==> src/rtl/hash_pkg.sv <==
// Shared MurmurHash3 finaliser constants and width-dependent lookup helpers.
package hash_pkg;

  localparam logic [31:0] FMIX32_C1 = 32'h85eb_ca6b;
  localparam logic [31:0] FMIX32_C2 = 32'hc2b2_ae35;
  localparam logic [63:0] FMIX64_C1 = 64'hff51_afd7_ed55_8ccd;
  localparam logic [63:0] FMIX64_C2 = 64'hc4ce_b9fe_1a85_ec53;

  localparam int unsigned FMIX32_S1 = 16;
  localparam int unsigned FMIX32_S2 = 13;
  localparam int unsigned FMIX32_S3 = 16;
  localparam int unsigned FMIX64_S1 = 33;
  localparam int unsigned FMIX64_S2 = 33;
  localparam int unsigned FMIX64_S3 = 33;

  // Shift amount for xorshift round idx (1..3) at the given key width.
  function automatic int unsigned fmix_shift(input int unsigned key_width,
                                             input int unsigned idx);
    int unsigned s;
    s = 0;
    if (key_width == 64) begin
      case (idx)
        1: s = FMIX64_S1;
        2: s = FMIX64_S2;
        3: s = FMIX64_S3;
        default: s = 0;
      endcase
    end else begin
      case (idx)
        1: s = FMIX32_S1;
        2: s = FMIX32_S2;
        3: s = FMIX32_S3;
        default: s = 0;
      endcase
    end
    return s;
  endfunction

  // Multiplier constant for round idx (1..2), zero-extended to 64 bits.
  function automatic logic [63:0] fmix_const(input int unsigned key_width,
                                             input int unsigned idx);
    logic [63:0] c;
    c = '0;
    if (key_width == 64) begin
      case (idx)
        1: c = FMIX64_C1;
        2: c = FMIX64_C2;
        default: c = '0;
      endcase
    end else begin
      case (idx)
        1: c = {32'h0, FMIX32_C1};
        2: c = {32'h0, FMIX32_C2};
        default: c = '0;
      endcase
    end
    return c;
  endfunction

endpackage

==> src/rtl/murmur_xorshift_mul.sv <==
// One finaliser round: registered xorshift, then registered mod-2^W multiply.
module murmur_xorshift_mul #(
  parameter int unsigned  W     = 32,
  parameter int unsigned  SHIFT = 16,
  parameter logic [W-1:0] MUL   = '0
) (
  input  logic         clk,
  input  logic         rst,
  input  logic         en,
  input  logic [W-1:0] d,
  output logic [W-1:0] q
);

  logic [W-1:0] x_q;

  // Both stages advance together under the shared pipeline enable.
  always_ff @(posedge clk) begin
    if (rst) begin
      x_q <= '0;
      q   <= '0;
    end else if (en) begin
      x_q <= d ^ (d >> SHIFT);
      q   <= x_q * MUL;
    end
  end

endmodule

==> src/rtl/murmur_fmix_stream.sv <==
// Streaming MurmurHash3 fmix32/fmix64 finaliser, 6-cycle latency, global stall
// backpressure, with seed XOR on entry and a tag carried alongside each beat.
module murmur_fmix_stream
  import hash_pkg::*;
#(
  parameter int unsigned          KEY_WIDTH  = 32,
  parameter int unsigned          HASH_WIDTH = 32,
  parameter int unsigned          TAG_WIDTH  = 8,
  parameter logic [KEY_WIDTH-1:0] SEED       = '0
) (
  input  logic                  clk,
  input  logic                  rst,
  input  logic                  i_valid,
  output logic                  i_ready,
  input  logic [KEY_WIDTH-1:0]  i_key,
  input  logic [TAG_WIDTH-1:0]  i_tag,
  output logic                  o_valid,
  input  logic                  o_ready,
  output logic [HASH_WIDTH-1:0] o_hash,
  output logic [TAG_WIDTH-1:0]  o_tag
);

  localparam int unsigned STAGES = 6;
  localparam int unsigned S1 = fmix_shift(KEY_WIDTH, 1);
  localparam int unsigned S2 = fmix_shift(KEY_WIDTH, 2);
  localparam int unsigned S3 = fmix_shift(KEY_WIDTH, 3);
  localparam logic [KEY_WIDTH-1:0] C1 = KEY_WIDTH'(fmix_const(KEY_WIDTH, 1));
  localparam logic [KEY_WIDTH-1:0] C2 = KEY_WIDTH'(fmix_const(KEY_WIDTH, 2));

  if (!(KEY_WIDTH == 32 || KEY_WIDTH == 64)) begin : g_bad_key_width
    $error("murmur_fmix_stream: KEY_WIDTH must be 32 or 64");
  end
  if (HASH_WIDTH < 1 || HASH_WIDTH > KEY_WIDTH) begin : g_bad_hash_width
    $error("murmur_fmix_stream: HASH_WIDTH must be in 1..KEY_WIDTH");
  end
  if (TAG_WIDTH < 1) begin : g_bad_tag_width
    $error("murmur_fmix_stream: TAG_WIDTH must be >= 1");
  end

  typedef struct packed {
    logic                 valid;
    logic [TAG_WIDTH-1:0] tag;
  } side_t;

  side_t [STAGES-1:0]    side_q;
  logic                  adv;
  logic [KEY_WIDTH-1:0]  m1;
  logic [KEY_WIDTH-1:0]  m2;
  logic [KEY_WIDTH-1:0]  x5_q;
  logic [HASH_WIDTH-1:0] hash_q;

  // The whole pipeline moves whenever the output slot is empty or being taken.
  assign adv     = o_ready | ~o_valid;
  assign i_ready = adv;

  murmur_xorshift_mul #(
    .W     (KEY_WIDTH),
    .SHIFT (S1),
    .MUL   (C1)
  ) u_round1 (
    .clk (clk),
    .rst (rst),
    .en  (adv),
    .d   (i_key ^ SEED),
    .q   (m1)
  );

  murmur_xorshift_mul #(
    .W     (KEY_WIDTH),
    .SHIFT (S2),
    .MUL   (C2)
  ) u_round2 (
    .clk (clk),
    .rst (rst),
    .en  (adv),
    .d   (m1),
    .q   (m2)
  );

  // Final xorshift, output register and the valid/tag chain that shadows the datapath.
  always_ff @(posedge clk) begin
    if (rst) begin
      side_q <= '0;
      x5_q   <= '0;
      hash_q <= '0;
    end else if (adv) begin
      side_q[0] <= '{valid: i_valid, tag: i_tag};
      for (int i = 1; i < STAGES; i++) begin
        side_q[i] <= side_q[i-1];
      end
      x5_q   <= m2 ^ (m2 >> S3);
      hash_q <= x5_q[HASH_WIDTH-1:0];
    end
  end

  if (HASH_WIDTH < KEY_WIDTH) begin : g_trunc
    logic unused_hash_hi;
    assign unused_hash_hi = ^x5_q[KEY_WIDTH-1:HASH_WIDTH];
  end

  assign o_valid = side_q[STAGES-1].valid;
  assign o_tag   = side_q[STAGES-1].tag;
  assign o_hash  = hash_q;

endmodule

==> config.mk <==
export PLATFORM = sky130hd
export DESIGN_NAME = murmur_fmix_stream
export DESIGN_NICKNAME = d
export VERILOG_FILES = /design/src/rtl/hash_pkg.sv /design/src/rtl/murmur_xorshift_mul.sv /design/src/rtl/murmur_fmix_stream.sv
export SDC_FILE = /design/constraint.sdc
export NUM_CORES = 2
export LEC_CHECK = 0
export BUFFER_PORTS_ARGS = -buffer_cell sky130_fd_sc_hd__buf_2
export CORE_MARGIN = 5
export CORE_UTILIZATION = 29
export DETAILED_ROUTE_END_ITERATION = 8
export SYNTH_ARGS = -nofsm -noshare
export SYNTH_HDL_FRONTEND = slang
export SYNTH_HIERARCHICAL = 1
export SYNTH_SLANG_ARGS = --single-unit
==> constraint.sdc <==
create_clock -name clk -period 8.3 [get_ports clk]
set_input_delay 0.415 -clock clk [delete_from_list [all_inputs] [get_ports clk]]
set_output_delay 0.415 -clock clk [all_outputs]
set_load 0.005 [all_outputs]
Word level (Yosys, flattened, before mapping)
Cells that the tools add are included.

Equal/unequal tests: 0. Multipliers: 2. Shift-type cells: 0. Reductions and logical operators: 0. Bitwise logic cells: 5. $lt $le $gt $ge: 0. Muxes and demuxes: 0. Add/subtract/negate cells: 0. Divide/modulo/power cells: 0.

Operators by type and width (number): bitwise XOR 32 x 16 -> 32 bit (2); multiplier 32 x 31 -> 32 bit, second input constant (1); multiplier 32 x 32 -> 32 bit, second input constant (1); bitwise XOR 32 x 19 -> 32 bit (1); inverter 1 bit (1); OR 1 bit (1).

Register bits: 246. Bits in latches: 0. Input bits: 44. Memories: 0. Memory bits (read-only): 0. Memory bits (writable): 0.

Logic depth before layout (Yosys ltp)
Word-level depth: 2. Mapped depth: 26.

Modules after synthesis
The synthesis kept the hierarchy.

Modules (own cells, without submodules): murmur_xorshift_mul at u_round1 (cells an instance 1133, area each 11323.4 um^2, times used 1, sequential area each 1281.2 um^2); murmur_xorshift_mul at u_round2 (cells an instance 1130, area each 11021.8 um^2, times used 1, sequential area each 1281.2 um^2); murmur_fmix_stream (cells an instance 520, area each 4334.2 um^2, times used 1, sequential area each 2362.3 um^2).

Worst setup path before layout
OpenSTA, ideal clock, no wires.

Kind: register -> register. Start: register u_round1.x_q[8]. End: register u_round1.q[31]. Data required time: 8.180 ns. Arrival time: 6.346 ns. Period minus slack after synthesis: 6.466 ns. Setup time: 0.120 ns. Path buffers: 0. Stages on the path, launching flop included: 25. Slack: 1.834 ns. Cell sequence: dfxtp_1 inv_1 fa_1 inv_1 fa_1 fa_1 inv_1 fa_1 fa_1 inv_1 fa_1 fa_1 inv_1 fa_1 inv_1 ha_1 and3_2 and4_1 o21ai_0 a21oi_1 o221a_2 a31o_1 a31oi_1 xnor2_1 o21ai_1.

Word-level cells in the longest chain between the ends: 1.

Ends and longest elaborated chain: start, declared (RTL line murmur_xorshift_mul.sv:14) `logic [W-1:0] x_q;`; start signal, assigned (RTL line murmur_xorshift_mul.sv:22) `x_q <= d ^ (d >> SHIFT);`; multiplier 32 x 32 -> 32 bit (RTL line murmur_xorshift_mul.sv:23) `q <= x_q * MUL;`; end signal, assigned (RTL line murmur_xorshift_mul.sv:23); end, declared (RTL line murmur_xorshift_mul.sv:11) `output logic [W-1:0] q`.

Every way passes these cells. A chain may end at the register's enable or synchronous reset.

Worst setup path after layout
Start: register u_round1.x_q[4]. End: register u_round1.q[31].

The elaborated chain is that of the path after synthesis.

==> impl_metrics.py <==
metrics = {
    "place": {
        "portBuffers": 85,
        "dpl.hpwl_mm": 56.6,
        "gp_congestion": 0.957,
        "dp.cells": 3981,
    },
    "synth": {
        "synthTopCellsByCount": "inv_1, fa_1, ha_1, dfxtp_1, nand2_1",
        "synth-compound-area-share": 0.0797,
        "synth_fp_nets": 3602,
        "synth_top_area_cell": "fa_1",
        "syn_avg_cell_area_sq_um": 9.59,
        "ys_ff_latch": 246,
        "synth_cells": 2783,
        "synth_xor_area_frac": 0.0519,
        "muxShareOfSynthArea": 0.0255,
        "synth-simple-area-share": 0.0703,
        "yosysUniqueCellTypes": 70,
        "yosysSeqAreaShare": 0.185,
        "synth_top_family_by_area": "adder cells",
        "synthTopCellsByArea": "fa_1, dfxtp_1, ha_1",
        "synth-edff-count": 0,
        "yosysWarnings": 6,
        "synth_top_area_frac": 0.296,
        "synth_ff_type": "dfxtp_1",
        "yosysMostFrequentCell": "inv_1",
        "synth_fa_ha_area_frac": 0.475,
        "async_flop_share": 0,
        "syn_area_sq_um": 26700,
    },
    "timing": {
        "fin_setup_tns_ns": 0,
        "fin_crit_sh": 0.837,
        "finalClockSkew_ns": 0.0346,
        "relSlewSlack": 0.383,
        "rsz0062_at_grt": "no",
        "timing.fmax_mhz": 144,
        "drv_slew": 0,
        "worst_pin_slew_ns": 0.925,
        "hold_viol_final": 0,
        "fin_crit_ns": 6.95,
        "whs_ns": 0.0646,
        "setup_viol": 0,
    },
    "route": {
        "vias_per_cell": 4.41,
        "vias": 17771,
        "routed_wl_mm": 67.2,
        "drtIter0Drc": 1043,
        "antenna_left": 0,
        "drc_errors": 0,
        "drtPass1Iterations": 5,
        "wl_per_cell_um": 16.7,
    },
    "global_route": {
        "grt_pass1_wl_mm": 106,
        "gr-usage-all-layers": 0.136,
        "top_usage_layer": "met2",
        "grt_use_met3": 0.0174,
        "grt_pass1_vias": 18775,
        "grt_max_degree": 164,
        "use_met2": 0.244,
        "grt_overflow_total": 0,
        "antenna_found_initial": 0,
        "grtUsageMet1": 0.176,
    },
    "setup_path": {
        "crit_path_max_fanout": 7,
        "setup.worst_path.class": "reg -> reg",
        "path_cells": "inv_1, fa_1, fa_1, fa_1, inv_1, ha_1, ha_1, fa_1, fa_1, inv_1, fa_1, inv_1, ha_1, a21oi_1, o21ai_0, a311oi_2, nand2_1, o221a_2, a31o_1, a31oi_1, xnor2_1, o21ai_1",
        "endpoint_kind": "flop",
        "critical_path.top_delay_family": "adder cells",
        "crit_required_ns": 8.77,
        "start_kind": "flop",
        "crit_path_frequent_cell": "fa_1",
        "slowest_delay_ns": 0.61,
        "slowest_stage": "fa_1",
        "crit_buf_inv": 4,
        "worstPathArrival_ns": 7.41,
    },
    "floorplan": {
        "dieArea_sq_um": 98200,
        "rows": 111,
        "start_util": 0.292,
        "core_sq_um": 91500,
        "ios": 86,
        "fp.dieW_um": 313,
        "die_h_um": 313,
    },
    "clocking": {
        "clockRootBuffer": "clkbuf_16",
        "cts_resized": 0,
        "clk-insertion-delay-late_ns": 0.61,
        "clkSlewWorstSetupHoldPaths_ns": 0.07,
        "cts_buffer_depth": 3,
        "cts_hold_buf": 0,
        "cts_setup_buffers": 0,
        "cts_inserted_buffers": 28,
        "numClockSinks": 246,
        "cts_tree": "built",
        "h-tree-depth": 1,
    },
    "cells_and_area": {
        "diodes": 0,
        "drive_above_1_share": 0.0594,
        "finalCoreUtilization": 0.319,
        "nets": 3644,
        "area_growth_pct": 9.46,
        "final_cells": 4033,
    },
    "run_status": {
        "outcome": "finished, final reports clean",
    },
    "flow_run": {
        "drv_cap": 0,
    },
    "worst_hold_path": {
        "min_path_type": "in -> reg",
    },
}
==> layer usage <==
layer	wire, um	part of all wire
met1	29900	0.45
met2	33200	0.49
met5	0	0
met3	2140	0.032
met4	1940	0.029
==> cell type report <==
cell class | instances | area [sq um]
flip-flops and latches | 246 | 4920
clock inverters | 11 | 150
clock buffers | 41 | 830
well taps | 1186 | 1480
multi-input cells | 1768 | 18700
repair buffers | 93 | 494
fillers | 9534 | 62300
inverters | 688 | 2590
==> cell usage in the layout, fill, tap and decap left out, drive strengths merged, types with 5 or more instances in the layout <==
cell type / count
xnor2: 134
nor3: 8
dfxtp: 246
buf: 92
a31oi: 9
inv: 687
nand2b: 15
and3: 6
clkbuf: 42
o21a: 9
o31ai: 5
fa: 395
ha: 380
nor3b: 6
nand3: 8
nor2: 146
mux2i: 68
a21oi: 143
o21ai: 25
o211ai: 8
xor2: 24
nand2: 231
clkinv: 8
a211oi: 60
a21o: 30
==> through the flow <==
stage	worst slack (ns)	cell area, sq um
5_1_grt	1.01	29200
2_1_floorplan	1.83	26700
3_5_place_dp	1.38	28200
3_3_place_gp	1.45	28200
6_report	1.35	29200
4_1_cts	1.35	29200
==> flip-flops by register name (all words and copies together), names as in the netlist <==
name,cells
x5_q,32
o_tag,8
u_round1/q,32
u_round2/q,32
o_valid,1
side_q,45
u_round2/x_q,32
o_hash,32
u_round1/x_q,32
==> final timing paths <==
check / from / end / slack, ns / depth (start not counted)
max: u_round1/x_q[4] / u_round1/q[31] / 1.35 / 22
min: i_tag[2] / side_q[2] / 0.06 / 3
max reg2reg: u_round1/x_q[4] / u_round1/q[31] / 1.35 / 22
min reg2reg: x5_q[7] / o_hash[7] / 0.44 / 2
==> cell families (layout without fill, tap and decap cells) <==
kind of cell             count (synthesis)  in the layout
AND/OR/NAND/NOR                        445            445
XOR/XNOR                               158            158
buffers and inverters                  769            833
multiplexers                            68             68
adder cells (fa/ha/maj)                775            775
AO/OA/AOI/OAI                          322            322
flip-flops                             246            246
==> worst reg2reg max path, cell delays in order, from the launching register on <==
cell	delay, ns
dfxtp_1	0.59
inv_1	0.27
fa_1	0.61
fa_1	0.45
fa_1	0.52
inv_1	0.04
ha_1	0.28
ha_1	0.32
fa_1	0.52
fa_1	0.55
inv_1	0.05
fa_1	0.52
inv_1	0.04
ha_1	0.36
a21oi_1	0.15
o21ai_0	0.17
a311oi_2	0.35
nand2_1	0.08
o221a_2	0.28
a31o_1	0.25
a31oi_1	0.20
xnor2_1	0.14
o21ai_1	0.07
Power is left out: the tool's default activity adds up to more than one toggle a clock period on the data nets, which glitch-free logic cannot reach.
